==> src/rtl/clk_mon_pkg.sv <==
// Shared types for divided-clock monitors.
// State encoding and sticky error bit positions.
package clk_mon_pkg;

  typedef enum logic [1:0] {
    IDLE,
    ARM,
    MEAS
  } mon_state_t;

  localparam int ERR_MISMATCH = 0;
  localparam int ERR_OVF      = 1;

endpackage

==> src/rtl/mon_edge_det.sv <==
// Sample register and rising-edge detect for a clock
// derived from clk_in; no synchronizer is needed.
module mon_edge_det (
  input  logic clk_in,
  input  logic rst,
  input  logic d,
  output logic s,
  output logic rise
);

  logic s_q;

  always_ff @(posedge clk_in or posedge rst) begin
    if (rst) s_q <= 1'b0;
    else     s_q <= d;
  end

  assign s    = d;
  assign rise = d & ~s_q;

endmodule

==> src/rtl/clk_div_monitor.sv <==
// Measures period and high time of a divided clock,
// checks them against expected values and reports lock.
module clk_div_monitor
  import clk_mon_pkg::*;
#(
  parameter int CNT_W      = 8,
  parameter int EXP_PERIOD = 28,
  parameter int EXP_HIGH   = 14,
  parameter int TOL        = 0,
  parameter int LOCK_N     = 4
) (
  input  logic             clk_in,
  input  logic             rst,
  input  logic             clk_mon,
  input  logic             en,
  input  logic             err_clr,
  output logic [CNT_W-1:0] period,
  output logic [CNT_W-1:0] high_time,
  output logic             meas_valid,
  output logic             locked,
  output logic [1:0]       err
);

  localparam int LW = $clog2(LOCK_N + 1);

  localparam logic [CNT_W-1:0] CNT_MAX = '1;
  localparam logic [LW-1:0] LOCK_MAX = LW'(LOCK_N);

  localparam logic signed [CNT_W:0] EP =
    (CNT_W + 1)'(EXP_PERIOD);
  localparam logic signed [CNT_W:0] EH =
    (CNT_W + 1)'(EXP_HIGH);
  localparam logic signed [CNT_W:0] TL =
    (CNT_W + 1)'(TOL);

  mon_state_t       state;
  logic [CNT_W-1:0] cnt;
  logic [CNT_W-1:0] hcnt;
  logic [LW-1:0]    lock_cnt;

  logic s;
  logic rise;

  mon_edge_det u_edge (
    .clk_in (clk_in),
    .rst    (rst),
    .d      (clk_mon),
    .s      (s),
    .rise   (rise)
  );

  logic signed [CNT_W:0] dp;
  logic signed [CNT_W:0] dh;
  logic signed [CNT_W:0] ap;
  logic signed [CNT_W:0] ah;
  logic                  good;

  assign dp = $signed({1'b0, cnt}) - EP;
  assign dh = $signed({1'b0, hcnt}) - EH;
  assign ap = dp[CNT_W] ? -dp : dp;
  assign ah = dh[CNT_W] ? -dh : dh;
  assign good = (ap <= TL) && (ah <= TL);

  logic ovf;
  logic [1:0] err_set;

  assign ovf = !rise && (cnt == CNT_MAX);

  always_comb begin
    err_set = '0;
    if (en) begin
      if (state != IDLE && ovf)
        err_set[ERR_OVF] = 1'b1;
      if (state == MEAS && rise && !good)
        err_set[ERR_MISMATCH] = 1'b1;
    end
  end

  always_ff @(posedge clk_in or posedge rst) begin
    if (rst) begin
      state      <= IDLE;
      cnt        <= '0;
      hcnt       <= '0;
      lock_cnt   <= '0;
      period     <= '0;
      high_time  <= '0;
      meas_valid <= 1'b0;
      locked     <= 1'b0;
      err        <= '0;
    end else begin
      meas_valid <= 1'b0;
      err <= (err_clr ? 2'b00 : err) | err_set;
      if (!en) begin
        state    <= IDLE;
        cnt      <= '0;
        hcnt     <= '0;
        lock_cnt <= '0;
        locked   <= 1'b0;
      end else begin
        case (state)
          IDLE: begin
            state <= ARM;
            cnt   <= '0;
            hcnt  <= '0;
          end
          // partial first period is thrown away
          ARM: begin
            if (rise) begin
              cnt   <= CNT_W'(1);
              hcnt  <= CNT_W'(1);
              state <= MEAS;
            end else if (ovf) begin
              cnt      <= '0;
              lock_cnt <= '0;
              locked   <= 1'b0;
            end else begin
              cnt <= cnt + 1'b1;
            end
          end
          MEAS: begin
            if (rise) begin
              period     <= cnt;
              high_time  <= hcnt;
              meas_valid <= 1'b1;
              cnt        <= CNT_W'(1);
              hcnt       <= CNT_W'(1);
              if (good) begin
                if (lock_cnt != LOCK_MAX)
                  lock_cnt <= lock_cnt + 1'b1;
                locked <= (lock_cnt >= LOCK_MAX - 1'b1);
              end else begin
                lock_cnt <= '0;
                locked   <= 1'b0;
              end
            end else if (ovf) begin
              cnt      <= '0;
              hcnt     <= '0;
              lock_cnt <= '0;
              locked   <= 1'b0;
              state    <= ARM;
            end else begin
              cnt  <= cnt + 1'b1;
              hcnt <= hcnt + CNT_W'(s);
            end
          end
          default: state <= IDLE;
        endcase
      end
    end
  end

endmodule
==> config.mk <==
export PLATFORM = sky130hd
export DESIGN_NAME = clk_div_monitor
export DESIGN_NICKNAME = d
export VERILOG_FILES = /design/src/rtl/clk_mon_pkg.sv /design/src/rtl/mon_edge_det.sv /design/src/rtl/clk_div_monitor.sv
export SDC_FILE = /design/constraint.sdc
export NUM_CORES = 1
export LEC_CHECK = 0
export CAP_MARGIN = 40
export CORE_MARGIN = 3
export CORE_UTILIZATION = 55
export CTS_BUF_LIST = sky130_fd_sc_hd__clkbuf_4 sky130_fd_sc_hd__clkbuf_8 sky130_fd_sc_hd__clkbuf_16
export DETAILED_ROUTE_END_ITERATION = 10
export HOLD_SLACK_MARGIN = 0.15
export PLACE_DENSITY = 0.78
export SLEW_MARGIN = 0
export SYNTH_ARGS = -nofsm -noshare
export SYNTH_HDL_FRONTEND = slang
export SYNTH_SLANG_ARGS = --single-unit
==> constraint.sdc <==
create_clock -name clk_in -period 2.7 [get_ports clk_in]
set_input_delay 0.27 -clock clk_in [delete_from_list [all_inputs] [get_ports clk_in]]
set_output_delay 0.27 -clock clk_in [all_outputs]
set_load 0.03 [all_outputs]
==> impl_metrics.json <==
{
  "status": "finished clean",
  "syn_inst": 257,
  "clk_pin_slew_ps": 80,
  "hold_viol": 0,
  "ys_seq_area_share_pct": 45.5,
  "tightest_slew_ps": 670,
  "design_area_um2": 2690,
  "grt-ovfl-total": 0,
  "maxSlewViolCount": 0,
  "core_um2": 3850,
  "crit_arrival_ps": 2660,
  "finalNetCount": 302,
  "grt_pass1_vias": 1898,
  "ios": 25,
  "std_cell_rows": 22,
  "clk-insertion-delay-late_ps": 290,
  "antenna_cells": 0,
  "first_iter_violations": 102,
  "cts.sinks": 42,
  "grt.total_usage_pct": 21.1,
  "mostFrequentLayoutCell": "nand2_1",
  "endpoint": "hcnt[4]",
  "drt-vias-per-instance": 5.80,
  "tritoncts": "built",
  "dieArea_um2": 5010,
  "period_minus_slack_ps": 2490,
  "r2r_setup_slack_ps": 210,
  "htreeDepth": 2,
  "total_power_mw": 1.38,
  "initial_core_util_pct": 59.9,
  "stdcell_count": 332,
  "yosysUniqueCellTypes": 50,
  "rr_startpoint": "cnt[3]",
  "antenna_found_initial": 0,
  "cts_root_buf": "clkbuf_8",
  "grt_setup_unrepaired": "false",
  "cts_setup_buffers": 0,
  "grt_pass1_wl_um": 8620,
  "place.port_buffers": 24,
  "critPathCaptureType": "flip-flop",
  "p_leak_nw": 1.21,
  "synth-main-ff-cell": "dfrtp_1",
  "period_share_pct": 92.3,
  "post-dp-hpwl_um": 3590,
  "fin_ws_ps": 207,
  "avgSynthCellArea_um2": 8.98,
  "routabilityCongestion": 0.872,
  "fmax_mhz": 401,
  "wl_per_cell_um": 14.8,
  "critical_path_class": "flip-flop to flip-flop",
  "peakVddDrop_v": 0.000365,
  "cts_buffers": 5,
  "grt_max_degree": 43,
  "final.setup_skew_ps": 6.58,
  "layout_common_cells": "nand2_1, dfrtp_1, clkdlybuf4s50_1, nor2_1",
  "vias": 1926,
  "areaGrowthSynthToFinish_pct": 16.7,
  "ant_nets": 0,
  "crit_fanout": 10,
  "placed_area_um2": 2600,
  "mappedNetlistNets": 276,
  "synth_seq_cells": 42,
  "ctsResizeCount": 0,
  "holdBufCountCts": 0,
  "crit_path_start": "cnt[3]",
  "power_density_nw_per_um2": 512,
  "dp_cells": 324,
  "synthArstFlopShare_pct": 100,
  "ys_warn_count": 0,
  "maxCapViolations": 0,
  "max_slew_margin_pct": 54.2,
  "critPathLaunchType": "flip-flop",
  "layout-drive-gt1-share_pct": 6.34,
  "regToRegEndpoint": "hcnt[4]",
  "synth-edff-count": 0,
  "drc": 0,
  "clock_path_buffers": 2,
  "syn_area_um2": 2310,
  "reg2reg_depth": 6,
  "min_path_type": "input port to asynchronous set/reset pin",
  "fp.dieW_um": 70.8,
  "drt_wl_total_um": 4900,
  "drt_first_pass_iters": 4,
  "place_ws_ps": 288,
  "required_ps": 2860,
  "final-setup-viol-count": 0,
  "fin_tns_setup_ps": 0,
  "die_y_um": 70.8
}
## stage by stage
step / util (%) / hold WS (ps)
5_1_grt: 69.9 / 472
6_report: 69.9 / 414
3_3_place_gp: 67.4 / 459
3_5_place_dp: 67.4 / 461
2_1_floorplan: - / 301
4_1_cts: 69.9 / 444
## cell type report
| type | instances | area [um2] |
|---|---|---|
| fill | 347 | 1160 |
| inverter | 17 | 63.8 |
| multi-input combinational | 188 | 1150 |
| clock buffer | 6 | 82.6 |
| clock inverter | 2 | 12.5 |
| sequential | 42 | 1050 |
| tap | 48 | 60.1 |
| timing repair buffer | 29 | 278 |
## logic make-up (layout without fill, tap and decap cells)
family                     after synthesis  after routing  share of synthesized area (%)
DFF                                     42             42                           45.5
buffers and inverters                   27             54                           4.82
xor gates and xnor gates                14             14                           5.31
muxes                                    1              1                          0.434
AOI/OAI and AO/OA                       47             47                           14.4
adders and majority gates               15             15                           8.08
and+or+nand+nor                        111            111                           21.4
## critical path, cell delays in order (launching register included)
cell     delay, ps
dfrtp_1        500
ha_1           440
nand4_1        230
or3_1          490
and3_1         240
nor2_1         360
nor2_1         110
## how the worst min path moves through the flow
stage	end	slack [ps]	cells after the start
floorplan	u_edge.s_q	300	0
global placement	period[7]	460	2
detailed placement	high_time[1]	460	2
CTS	high_time[4]	440	3
global route	high_time[1]	470	3
finish	high_time[4]	410	3
## flip-flops by register name (all words and copies together), names as in the netlist
register    count
cnt             8
err             2
hcnt            8
high_time       8
lock_cnt        3
locked          1
meas_valid      1
period          8
state           2
u_edge.s_q      1
## metal layers
layer / vias to the layer above / track usage (%) / wire length (um)
met5: - / 0 / 0
li1: 928 / - / -
met2: 53 / 33.2 / 2270
met4: 0 / 7.93 / 67
met3: 9 / 4.40 / 283
met1: 936 / 29.0 / 2280
## power breakdown
group | internal (mW) | total [mW] | leakage, nW | switching (mW)
clock network | 0.205 | 0.416 | 0.0472 | 0.211
logic | 0.0992 | 0.291 | 0.580 | 0.192
registers | 0.650 | 0.672 | 0.582 | 0.0217
total | 0.955 | 1.38 | 1.21 | 0.424
## cell usage after synthesis (2+ instances only)
master / n / area share, %
a2111oi_0: 5 / 1.9
a211oi_1: 4 / 1.3
a21o_1: 2 / 0.65
a21oi_1: 7 / 1.5
a32oi_1: 2 / 0.76
and2_1: 2 / 0.54
and3_1: 3 / 0.81
buf_2: 2 / 0.43
buf_4: 2 / 0.65
clkbuf_1: 5 / 0.81
dfrtp_1: 42 / 46
ha_1: 14 / 7.6
inv_1: 14 / 2.3
inv_2: 2 / 0.33
nand2_1: 64 / 10
nand2b_1: 2 / 0.54
nand3_1: 5 / 1.1
nand4_1: 2 / 0.54
nor2_1: 19 / 3.1
nor2b_1: 3 / 0.81
nor3_1: 2 / 0.43
o21ai_1: 9 / 2.0
o22ai_1: 3 / 0.81
o31ai_1: 2 / 0.65
or3_1: 3 / 0.81
xnor2_1: 12 / 4.6
xor2_1: 2 / 0.76
Power figures use the tool's default switching activity.
